### src/rtl/uart_alu_responder.sv
// uart_alu_responder
//   Byte-stream command responder that sits between a UART receiver and a
//   UART transmitter. Packet layout: opcode, reserved, LEN lo, LEN hi,
//   then payload. LEN counts the whole packet, including the 4 header bytes.
//   ECHO  : every payload byte is returned through a one-byte buffer.
//   ADD32 : the payload is summed as little-endian 32-bit words, and the
//           result is sent LSB first.
//   Other : the payload is consumed silently.
// Ports
//   clk_i, rst_ni          clock, async active-low reset
//   rx_data_i/valid_i      byte stream in; rx_ready_o is the accept strobe
//   tx_data_o/valid_o      byte stream out; tx_ready_i is the sink accept
//   busy_o                 high whenever a packet is in progress
//
// state      | meaning
// ST_OPCODE  | idle, waiting for the opcode byte
// ST_RSVD    | discarding the reserved byte
// ST_LEN_LO  | capturing LEN[7:0]
// ST_LEN_HI  | capturing LEN[15:8] and loading the remaining-byte counter
// ST_PAYLOAD | consuming payload (ECHO also drains its buffer here)
// ST_SEND    | ADD32 result, 4 bytes LSB first, rx stalled
module uart_alu_responder #(
  parameter logic [7:0] OP_ECHO  = 8'hEC,
  parameter logic [7:0] OP_ADD32 = 8'hAD
) (
  input  logic       clk_i,
  input  logic       rst_ni,
  input  logic [7:0] rx_data_i,
  input  logic       rx_valid_i,
  output logic       rx_ready_o,
  output logic [7:0] tx_data_o,
  output logic       tx_valid_o,
  input  logic       tx_ready_i,
  output logic       busy_o
);

  typedef enum logic [2:0] {
    ST_OPCODE, ST_RSVD, ST_LEN_LO, ST_LEN_HI, ST_PAYLOAD, ST_SEND
  } state_t;

  state_t      state_q, state_d;
  logic [7:0]  op_q, op_d;
  logic [7:0]  len_lo_q, len_lo_d;
  logic [15:0] cnt_q, cnt_d;
  logic [31:0] acc_q, acc_d;
  logic [23:0] opnd_q, opnd_d;       // first three bytes of the operand being assembled
  logic [1:0]  opnd_idx_q, opnd_idx_d;
  logic [1:0]  send_idx_q, send_idx_d;
  logic [7:0]  buf_q, buf_d;
  logic        buf_full_q, buf_full_d;

  logic        is_echo, is_add;
  logic        rx_fire, tx_fire;
  logic [15:0] len_full;

  assign is_echo  = (op_q == OP_ECHO);
  assign is_add   = (op_q == OP_ADD32);
  assign len_full = {rx_data_i, len_lo_q};

  // Outputs are derived from flops only, except that rx_ready_o also depends
  // on tx_ready_i. That lets the ECHO buffer drain and refill in the same cycle.
  always_comb begin
    rx_ready_o = 1'b1;
    if (state_q == ST_SEND) begin
      rx_ready_o = 1'b0;
    end else if (state_q == ST_PAYLOAD) begin
      rx_ready_o = (cnt_q != 16'd0) && (!is_echo || !buf_full_q || tx_ready_i);
    end
  end

  always_comb begin
    tx_data_o = buf_q;
    if (state_q == ST_SEND) begin
      case (send_idx_q)
        2'd0:    tx_data_o = acc_q[7:0];
        2'd1:    tx_data_o = acc_q[15:8];
        2'd2:    tx_data_o = acc_q[23:16];
        default: tx_data_o = acc_q[31:24];
      endcase
    end
  end

  assign tx_valid_o = buf_full_q || (state_q == ST_SEND);
  assign busy_o     = (state_q != ST_OPCODE);
  assign rx_fire    = rx_valid_i && rx_ready_o;
  assign tx_fire    = tx_valid_o && tx_ready_i;

  always_comb begin
    state_d    = state_q;
    op_d       = op_q;
    len_lo_d   = len_lo_q;
    cnt_d      = cnt_q;
    acc_d      = acc_q;
    opnd_d     = opnd_q;
    opnd_idx_d = opnd_idx_q;
    send_idx_d = send_idx_q;
    buf_d      = buf_q;
    buf_full_d = buf_full_q;
    case (state_q)
      ST_OPCODE: begin
        if (rx_fire) begin
          op_d       = rx_data_i;
          acc_d      = 32'd0;
          opnd_idx_d = 2'd0;
          send_idx_d = 2'd0;
          state_d    = ST_RSVD;
        end
      end
      ST_RSVD: begin
        if (rx_fire) state_d = ST_LEN_LO;
      end
      ST_LEN_LO: begin
        if (rx_fire) begin
          len_lo_d = rx_data_i;
          state_d  = ST_LEN_HI;
        end
      end
      ST_LEN_HI: begin
        if (rx_fire) begin
          if (len_full <= 16'd4) begin
            cnt_d   = 16'd0;
            state_d = is_add ? ST_SEND : ST_OPCODE;
          end else begin
            cnt_d   = len_full - 16'd4;
            state_d = ST_PAYLOAD;
          end
        end
      end
      ST_PAYLOAD: begin
        buf_full_d = buf_full_q && !tx_ready_i;
        if (rx_fire) begin
          cnt_d = cnt_q - 16'd1;
          if (is_echo) begin
            buf_d      = rx_data_i;
            buf_full_d = 1'b1;
          end
          if (is_add) begin
            opnd_d     = {rx_data_i, opnd_q[23:8]};
            opnd_idx_d = opnd_idx_q + 2'd1;
            if (opnd_idx_q == 2'd3) acc_d = acc_q + {rx_data_i, opnd_q};
          end
        end
        // ECHO leaves only once the last buffered byte has been taken.
        if (cnt_d == 16'd0 && !buf_full_d) state_d = is_add ? ST_SEND : ST_OPCODE;
      end
      ST_SEND: begin
        if (tx_fire) begin
          send_idx_d = send_idx_q + 2'd1;
          if (send_idx_q == 2'd3) state_d = ST_OPCODE;
        end
      end
      default: state_d = ST_OPCODE;
    endcase
  end

  always_ff @(posedge clk_i or negedge rst_ni) begin
    if (!rst_ni) begin
      state_q    <= ST_OPCODE;
      op_q       <= 8'h00;
      len_lo_q   <= 8'h00;
      cnt_q      <= 16'd0;
      acc_q      <= 32'd0;
      opnd_q     <= 24'd0;
      opnd_idx_q <= 2'd0;
      send_idx_q <= 2'd0;
      buf_q      <= 8'h00;
      buf_full_q <= 1'b0;
    end else begin
      state_q    <= state_d;
      op_q       <= op_d;
      len_lo_q   <= len_lo_d;
      cnt_q      <= cnt_d;
      acc_q      <= acc_d;
      opnd_q     <= opnd_d;
      opnd_idx_q <= opnd_idx_d;
      send_idx_q <= send_idx_d;
      buf_q      <= buf_d;
      buf_full_q <= buf_full_d;
    end
  end

endmodule
### config.mk
export PLATFORM = sky130hd
export DESIGN_NAME = uart_alu_responder
export DESIGN_NICKNAME = d
export VERILOG_FILES = /design/src/rtl/uart_alu_responder.sv
export SDC_FILE = /design/constraint.sdc
export NUM_CORES = 1
export LEC_CHECK = 0
export BUFFER_PORTS_ARGS = -buffer_cell sky130_fd_sc_hd__buf_2
export CAP_MARGIN = 25
export CORE_ASPECT_RATIO = 0.9
export CORE_MARGIN = 2
export CORE_UTILIZATION = 45
export DETAILED_ROUTE_END_ITERATION = 10
export PLACE_DENSITY = 0.64
export SYNTH_ARGS = -nofsm -noshare
export SYNTH_HDL_FRONTEND = slang
export SYNTH_SLANG_ARGS = --single-unit
### constraint.sdc
create_clock -name clk_i -period 3.45 [get_ports clk_i]
set_clock_uncertainty 0.05 [all_clocks]
set_input_delay 0.5175 -clock clk_i [delete_from_list [all_inputs] [get_ports clk_i]]
set_output_delay 0.5175 -clock clk_i [all_outputs]
set_load 0.05 [all_outputs]
==> impl_metrics.yaml, run 1 <==
outcome:
  outcome: "complete, no violations"
detailed_routing:
  vias: 5885
  via_per_inst: 6.117
  ant_nets: 0
  wire_per_inst_microns: 19.46
  drc: 0
  drt_first_iter_violations: 589
  wl_microns: 18730
  first_pass_iters: 6
placement:
  hpwlAfterDp_microns: 13740
  gp_congestion: 0.9153
  port_buffers: 22
  dpl-instance-area_sq_um: 7168
cts:
  clk_latency_ns: 0.37
  cts_buffers: 9
  clk_pin_slew_ns: 0.08
  ctsHoldBuffers: 0
  cts-htree-levels: 3
  cts.sink_count: 104
  cts-root-buf: "clkbuf_16"
  postCtsSetupBuffers: 0
  cts_buffer_depth: 2
  post_cts_resize_count: 0
  cts_tree: "yes"
timing:
  setup_viol: 0
  rsz0062_at_grt: "no"
  fmax_ghz: 0.3275
  finalCritPeriodShare_pct: 88.52
  final_hold_viol_count: 0
  relSlewSlack_pct: 44.65
  final.min_clock_period_ns: 3.054
  tns_ns: 0
  finalMaxSlewViolations: 0
  worstMarginPinSlew_ns: 0.8188
yosys:
  syn-num-nets: 800
  ys_async_sr_fraction_pct: 100.0
  ys_top_cells_by_area: "dfrtp_1, ha_1, mux2_2, nand2_1, o21ai_0"
  yosys.area.top_type: "dfrtp_1"
  avgSynthCellArea_sq_um: 9.158
  yosys_warnings: 0
  synth_ff_type: "dfrtp_1"
  syn_area_sq_um: 6832
  ys_ff_latch: 104
  synth_cell_types: 69
  synth_top_area_share_pct: 38.10
  ys_seq_area_share_pct: 38.10
  synth_cells: 746
  synth-edff-count: 0
power_and_ir_drop:
  power_w: 0.004416
  power.leakage_nw: 3.352
  power.density_nw_per_um2: 590.7
  ir_drop_mv: 0.3396
grt:
  gr-total-overflow: 0
  first_global_vias: 5591
  antenna_found_initial: 0
  track_usage_pct: 24.29
  grt_max_degree: 58
  grt_pass1_wl_microns: 30620
critical_path:
  cp_top_family: "compound AO/OA/AOI/OAI gates"
  critPathMaxStageDelay_ns: 0.63
  crit_type: "reg -> out"
  crit_chain: "inv_1 > ha_1 > a222oi_1 > nor2_1 > a21oi_1 > o21ai_0 > buf_2"
  startpoint_type: "register"
  setup.worst_path.end_class: "primary output"
  crit_fanout: 8
  worst_ep_required_time_ns: 2.88
  crit_path_top_delay_cell: "a222oi_1"
  path_buf_inv: 2
  r2r_slack_ns: 0.53
  cp.arrival_ns: 2.49
cells_and_area:
  postLayoutCoreUtil_pct: 50.63
  drive_gt1_share_pct: 13.74
  seq_area_sq_um: 2603
  areaGrowthSynthToFinish_pct: 9.432
  fillers: 1380
  fin_nets: 813
  design_area_sq_um: 7476
  n_antenna_cell: 0
  multiInputGateArea_sq_um: 4031
floorplanning:
  core_sq_um: 14770
  start_util_pct: 46.26
  io_pins: 23
  std_cell_rows: 42
  fp.dieH_microns: 120.9
  dieArea_sq_um: 16180
  die-width_microns: 133.9
hold_path:
  hold_class: "in -> async"
run:
  drv_cap: 0
==> cell families after synthesis <==
family | synth area share (%)
AND/OR/NAND/NOR | 18.15
AO/OA/AOI/OAI | 20.18
flip-flops | 38.10
buffers and inverters | 3.059
multiplexers | 7.582
adder cells (fa/ha/maj) | 7.802
XOR/XNOR | 5.128
==> layer usage <==
metal	global-route usage [%]	vias up	part of all wire [%]	routed length (microns)
met1	37.61	2858	49	9131
met4	6.782	0	1.5	277
met2	34.90	222	43	7967
met3	3.801	23	7.2	1348
met5	0	-	0	0
li1	-	2782	-	-
==> cell usage in the layout, fill, tap and decap left out, types with 15 or more instances in the layout <==
cell type  count
o31ai_1       15
nor3_1        20
dfrtp_1      104
nand2_1       97
nor2_1        44
nand3_1       24
xnor2_1       23
buf_2         21
xor2_1        17
a21oi_1       44
o21ai_0       55
inv_1         15
a21o_1        17
ha_1          41
mux2_2        43
==> registers in the layout (all words and copies together) (netlist names) <==
name	count
acc_q	32
opnd_q	24
cnt_q	16
buf_q	8
len_lo_q	8
op_q	8
state_q	3
opnd_idx_q	2
send_idx_q	2
buf_full_q	1
==> layout make-up <==
cell class | instances | share of cell area, %
multi-input combinational | 593 | 53.92
sequential | 104 | 34.81
tap | 198 | 3.314
timing repair buffer | 36 | 3.080
clock buffer | 9 | 3.013
clock inverter | 7 | 1.105
inverter | 15 | 0.7531
==> metrics by stage <==
stage	hold slack, ns	std cells	worst slack (ns)
6_report	0.1853	962	0.3961
5_1_grt	0.2468	962	0.2214
4_1_cts	0.2137	962	0.4096
3_5_place_dp	0.4438	946	0.5552
3_3_place_gp	0.4329	946	0.6052
2_1_floorplan	0.1719	746	0.6162
==> power by group <==
part	internal, W	total (W)	switching, W
clock	0.000521	0.00106	0.000541
sequential	0.00146	0.00176	0.000309
combinational	0.000605	0.00159	0.000984
==> synthesized netlist by cell type (all sizes together) (8+ instances only) <==
| cell type | count |
|---|---|
| clkbuf | 24 |
| a222oi | 8 |
| nand2b | 11 |
| mux2 | 46 |
| inv | 15 |
| o31ai | 15 |
| xnor2 | 23 |
| a21o | 17 |
| dfrtp | 104 |
| buf | 10 |
| nor2 | 44 |
| a31oi | 8 |
| a21oi | 44 |
| nand2 | 97 |
| o21ai | 69 |
| nand3 | 24 |
| nor3 | 23 |
| xor2 | 17 |
| a211oi | 8 |
| or3 | 9 |
| ha | 41 |
==> worst paths after layout <==
check                              start  cells past startpoint            to
max in group asynchronous         rst_ni                      2    opnd_q[21]
min                               rst_ni                      1    opnd_q[14]
max reg2reg                     acc_q[8]                     10     acc_q[29]
max                        send_idx_q[0]                      7  tx_data_o[4]
min in group clk_i          rx_data_i[3]                      3   len_lo_q[3]
min reg2reg                      op_q[1]                      1       op_q[1]
No activity file was read; power rests on OpenSTA's default activity.
==> run 2, diff against run 1 <==
Settings changed: ABC_AREA set to 1.
==> impl_metrics.yaml, run 2 <==
outcome:
  outcome: "complete, no violations"
timing:
  setup_viol: 0
  post-route-worst-setup-slack_ns: 0.4324
  finalCritPeriodShare_pct: 87.47
  rsz0062_at_grt: "no"
  relSlewSlack_pct: 41.73
  fmax_ghz: 0.3314
  final.min_clock_period_ns: 3.018
  hold_ws_ns: 0.2069
  finalMaxSlewViolations: 0
  worstMarginPinSlew_ns: 0.8741
  final_hold_viol_count: 0
  tns_ns: 0
grt:
  grt.met1_usage_pct: 39.32
  busiest_layer: "met1"
  gr-total-overflow: 0
  grt_pass1_wl_microns: 32170
  first_global_vias: 5784
  track_usage_pct: 24.97
  use_met2_pct: 34.56
  antenna_found_initial: 0
  grt_max_degree: 65
  met3_usage_pct: 5.986
detailed_routing:
  via_per_inst: 5.482
  vias: 6534
  wl_microns: 20180
  drt_first_iter_violations: 501
  first_pass_iters: 6
  wire_per_inst_microns: 16.93
  drc: 0
  ant_nets: 0
yosys:
  ys_async_sr_fraction_pct: 100.0
  synth_fa_ha_area_share_pct: 7.476
  synth_compound_area_share_pct: 16.34
  syn-num-nets: 1025
  synth_top_area_share_pct: 36.50
  netlist_top_cells_count: "nand2_1, dfrtp_1, o21ai_0, nor2_1, inv_1"
  yosys.area.top_type: "dfrtp_1"
  synth-edff-count: 0
  synthMuxAreaShare_pct: 2.527
  ys_ff_latch: 104
  synth_cells: 971
  post-synth-top-count-cell: "nand2_1"
  ys_seq_area_share_pct: 36.50
  synth_ff_type: "dfrtp_1"
  avgSynthCellArea_sq_um: 7.342
  yosys_warnings: 0
  synth_xor_area_share_pct: 3.931
  synth_top_family_by_area: "simple AND/OR/NAND/NOR gates"
  synth_cell_types: 48
  ys_top_cells_by_area: "dfrtp_1, nand2_1, ha_1, o21ai_0, nor2_1"
  synth-simple-area-share_pct: 27.20
  syn_area_sq_um: 7129
cts:
  cts_tree: "yes"
  cts_buffers: 9
  cts_buffer_depth: 2
  cts-htree-levels: 3
  post_cts_resize_count: 0
  clk_latency_ns: 0.35
  clk_pin_slew_ns: 0.08
  postCtsSetupBuffers: 0
  cts.sink_count: 104
  cts-root-buf: "clkbuf_16"
  ctsHoldBuffers: 0
critical_path:
  crit_path_top_delay_cell: "a31oi_1"
  crit_fanout: 14
  path_buf_inv: 2
  startpoint_type: "register"
  critPathMaxStageDelay_ns: 0.45
  setup.worst_path.end_class: "primary output"
  cp.arrival_ns: 2.45
  crit_type: "reg -> out"
  critPathMostFrequentCell: "nand2_1"
  cp_top_family: "simple AND/OR/NAND/NOR gates"
  crit_chain: "inv_1 > nor2_1 > nand2_1 > a31oi_1 > o21ai_0 > nand2_1 > buf_2"
  worst_ep_required_time_ns: 2.88
power_and_ir_drop:
  power.net_switching_w: 0.001949
  power.leakage_nw: 3.679
  clkPwrFrac_pct: 24.5
  power_w: 0.004592
  p_comb_share_pct: 38.0
  power.internal_w: 0.002643
  power.density_nw_per_um2: 593.9
  power_frac_seq_pct: 37.5
  switching_share_pct: 42.44
  ir_drop_mv: 0.3522
cells_and_area:
  layout_commonest_cell: "nand2_1"
  largest_register_ffs: 32
  n_antenna_cell: 0
  seq_area_sq_um: 2603
  regMostFlops: "acc_q"
  top_regs: "acc_q x32, opnd_q x24, cnt_q x16"
  fillers: 1516
  postLayoutCoreUtil_pct: 50.07
  drive_gt1_share_pct: 8.384
  mostFrequentLayoutCells: "nand2_1, dfrtp_1, o21ai_0, nor2_1, inv_1"
  multiInputGateArea_sq_um: 4098
  fin_nets: 1039
  areaGrowthSynthToFinish_pct: 8.441
placement:
  port_buffers: 22
  gp_congestion: 0.9435
  pre_cts_ws_ns: 0.7095
  hpwlAfterDp_microns: 15500
floorplanning:
  start_util_pct: 46.17
  io_pins: 23
  die-width_microns: 136.7
  dieArea_sq_um: 16870
  fp.dieH_microns: 123.4
  core_sq_um: 15440
  std_cell_rows: 43
run:
  drv_cap: 0
hold_path:
  hold_class: "in -> async"
-- run 2: cell types whose count changed after synthesis, sizes merged, moves of 11 or more --
| cell | previous run | this run |
|---|---|---|
| o31ai | 15 | 1 |
| nand3 | 24 | 51 |
| inv | 15 | 77 |
| nor3 | 23 | 10 |
| nand2 | 97 | 290 |
| a21o | 17 | 2 |
| mux2 | 46 | 16 |
| a21oi | 44 | 64 |
| clkbuf | 24 | 12 |
| nor2 | 44 | 96 |
| nand2b | 11 | 0 |
| o21ai | 69 | 100 |
-- run 2: worst paths after layout --
kind / startpoint / endpoint / slack (ns) / depth (start not counted)
min reg2reg: op_q[3] / op_q[3] / 0.44 / 2
max: state_q[2] / tx_data_o[4] / 0.43 / 7
max in group asynchronous: rst_ni / len_lo_q[3] / 2.25 / 2
min in group clk_i: op_q[3] / op_q[3] / 0.44 / 2
max reg2reg: cnt_q[0] / cnt_q[3] / 0.70 / 16
min: rst_ni / acc_q[12] / 0.21 / 1
-- run 2: final cells by class --
cell class                 count  share of cell area, %
clock inverter                 7                  1.198
sequential                   104                  33.66
timing repair buffer          29                  2.136
tap                          202                  3.269
inverter                      78                  3.819
clock buffer                   9                  2.913
multi-input combinational    763                  53.00
-- run 2: cells by family after synthesis --
logic type,Yosys count
and+or+nand+nor,463
AOI/OAI and AO/OA,210
buffers and inverters,104
DFF,104
adders and majority gates,42
xor gates and xnor gates,32
muxes,16
-- run 2: metal layers --
layer	up-vias	routed length [microns]
met4	0	119
met1	3046	10330
met2	217	8199
met5	-	0
met3	9	1537
li1	3262	-
-- run 2: worst register-to-register path, delay by kind of cell (launching register included) --
kind	cells	cell delay [ns]
AND/OR/NAND/NOR	8	1.06
buffers and inverters	4	0.66
flip-flops	1	0.41
AO/OA/AOI/OAI	3	0.33
adder cells (fa/ha/maj)	1	0.18
-- run 2: metrics by stage --
stage               cell area, sq um  cells
floorplan                       7129    971
global placement                7413   1176
detailed placement              7413   1176
CTS                             7731   1192
global route                    7731   1192
finish                          7731   1192
-- run 2: power by group through the flow --
| stage | sequential, W | clock, W | combinational [W] |
|---|---|---|---|
| floorplan | 0.00165 | 0 | 0.00134 |
| global placement | 0.00173 | 0 | 0.00173 |
| detailed placement | 0.00173 | 0 | 0.00174 |
| CTS | 0.00171 | 0.00115 | 0.00174 |
| global route | 0.00175 | 0.00119 | 0.00198 |
| finish | 0.00172 | 0.00113 | 0.00175 |
==> run 3, diff against run 2 <==
Settings changed: PLACE_DENSITY 0.64 to not set.
==> impl_metrics.yaml, run 3 (same netlist as run 2, synthesis figures left out) <==
run:
  drv_cap: 0
critical_path:
  crit_type: "reg -> out"
  r2r_end: "cnt_q[3]"
  setup.worst_path.end_class: "primary output"
  r2r_start: "cnt_q[0]"
  rr_worst_depth: 16
  startpoint_type: "register"
  worst_ep_required_time_ns: 2.88
  startpoint: "state_q[2]"
  crit_fanout: 12
  cp.arrival_ns: 2.53
  r2r_slack_ns: 0.66
timing:
  finalMaxSlewViolations: 0
  final.min_clock_period_ns: 3.093
  fmax_ghz: 0.3234
  finalCritPeriodShare_pct: 89.64
  worstMarginPinSlew_ns: 0.7329
  rsz0062_at_grt: "no"
  final_hold_viol_count: 0
  hold_ws_ns: 0.1563
  relSlewSlack_pct: 51.14
  tns_ns: 0
  setup_viol: 0
floorplanning:
  std_cell_rows: 43
  dieArea_sq_um: 16870
  fp.dieH_microns: 123.4
  die-width_microns: 136.7
  io_pins: 23
  start_util_pct: 46.17
  core_sq_um: 15440
cells_and_area:
  design_area_sq_um: 7735
  multiInputGateArea_sq_um: 4098
  mostFrequentLayoutCells: "nand2_1, dfrtp_1, o21ai_0, nor2_1, inv_1"
  layout_commonest_cell: "nand2_1"
  drive_gt1_share_pct: 8.476
  fin_nets: 1040
  areaGrowthSynthToFinish_pct: 8.494
  regMostFlops: "acc_q"
  n_antenna_cell: 0
  fillers: 1548
  largest_register_ffs: 32
  top_regs: "acc_q x32, opnd_q x24, cnt_q x16"
  seq_area_sq_um: 2603
cts:
  ctsHoldBuffers: 0
  cts_buffers: 9
  cts_buffer_depth: 2
  clk_pin_slew_ns: 0.07
  cts.sink_count: 104
  post_cts_resize_count: 0
  cts-root-buf: "clkbuf_16"
  clk_latency_ns: 0.37
  cts_tree: "yes"
  cts-htree-levels: 3
  postCtsSetupBuffers: 0
detailed_routing:
  ant_nets: 0
  vias: 6438
  wl_microns: 20500
  drc: 0
  via_per_inst: 5.396
  drt_first_iter_violations: 511
  first_pass_iters: 5
  wire_per_inst_microns: 17.18
power_and_ir_drop:
  ir_drop_mv: 0.3522
  power.density_nw_per_um2: 594.5
  power_w: 0.004598
  power.leakage_nw: 3.679
grt:
  grt_max_degree: 54
  grt_pass1_wl_microns: 32980
  first_global_vias: 5983
  antenna_found_initial: 0
  gr-total-overflow: 0
  track_usage_pct: 25.78
placement:
  hpwlAfterDp_microns: 15900
  port_buffers: 22
  dpl-instance-area_sq_um: 7421
  gp_congestion: 0.9138
hold_path:
  hold_class: "in -> async"
outcome:
  outcome: "complete, no violations"
==> run 3: routing by layer <==
layer / wire length [microns] / vias up / global-route usage, %
met5: 0 / - / 0
li1: - / 3276 / -
met3: 1355 / 14 / 5.166
met2: 8165 / 166 / 35.47
met1: 10790 / 2982 / 40.98
met4: 186 / 0 / 5.664
==> run 3: where the power goes <==
group / switching (W) / total, W / internal [W]
clock network: 0.000531 / 0.00111 / 0.000582
registers: 0.000266 / 0.00172 / 0.00145
logic: 0.00121 / 0.00177 / 0.000555
==> run 3: per-stage QoR <==
step,instances,setup WS (ns),util (%)
2_1_floorplan,971,1.115,-
3_3_place_gp,1177,0.7672,48.06
3_5_place_dp,1177,0.7188,48.06
4_1_cts,1193,0.4881,50.09
5_1_grt,1193,0.2544,50.09
6_report,1193,0.3574,50.09
==> run 3: critical path, stage by stage (launching register included) <==
cell     delay (ns)
dfrtp_1        0.41
inv_1          0.13
nor2_1         0.25
nand2_1        0.35
a31oi_1        0.44
o21ai_0        0.17
nand2_1        0.13
buf_2          0.27
==> run 3: layout make-up <==
class                   count  area share [%]
inverters                  78           3.818
flip-flops and latches    104           33.65
clock inverters             7           1.148
repair buffers             30           2.232
multi-input cells         763           52.98
well taps                 202           3.268
clock buffers               9           2.912
==> run 3: worst max path at each step <==
stage,to,slack (ns),cells past startpoint
after floorplan,tx_data_o[5],1.12,8
after global placement,cnt_q[3],0.77,16
after detailed placement,cnt_q[3],0.72,16
after CTS,tx_data_o[0],0.49,7
after global routing,tx_data_o[1],0.25,7
final,tx_data_o[0],0.36,7
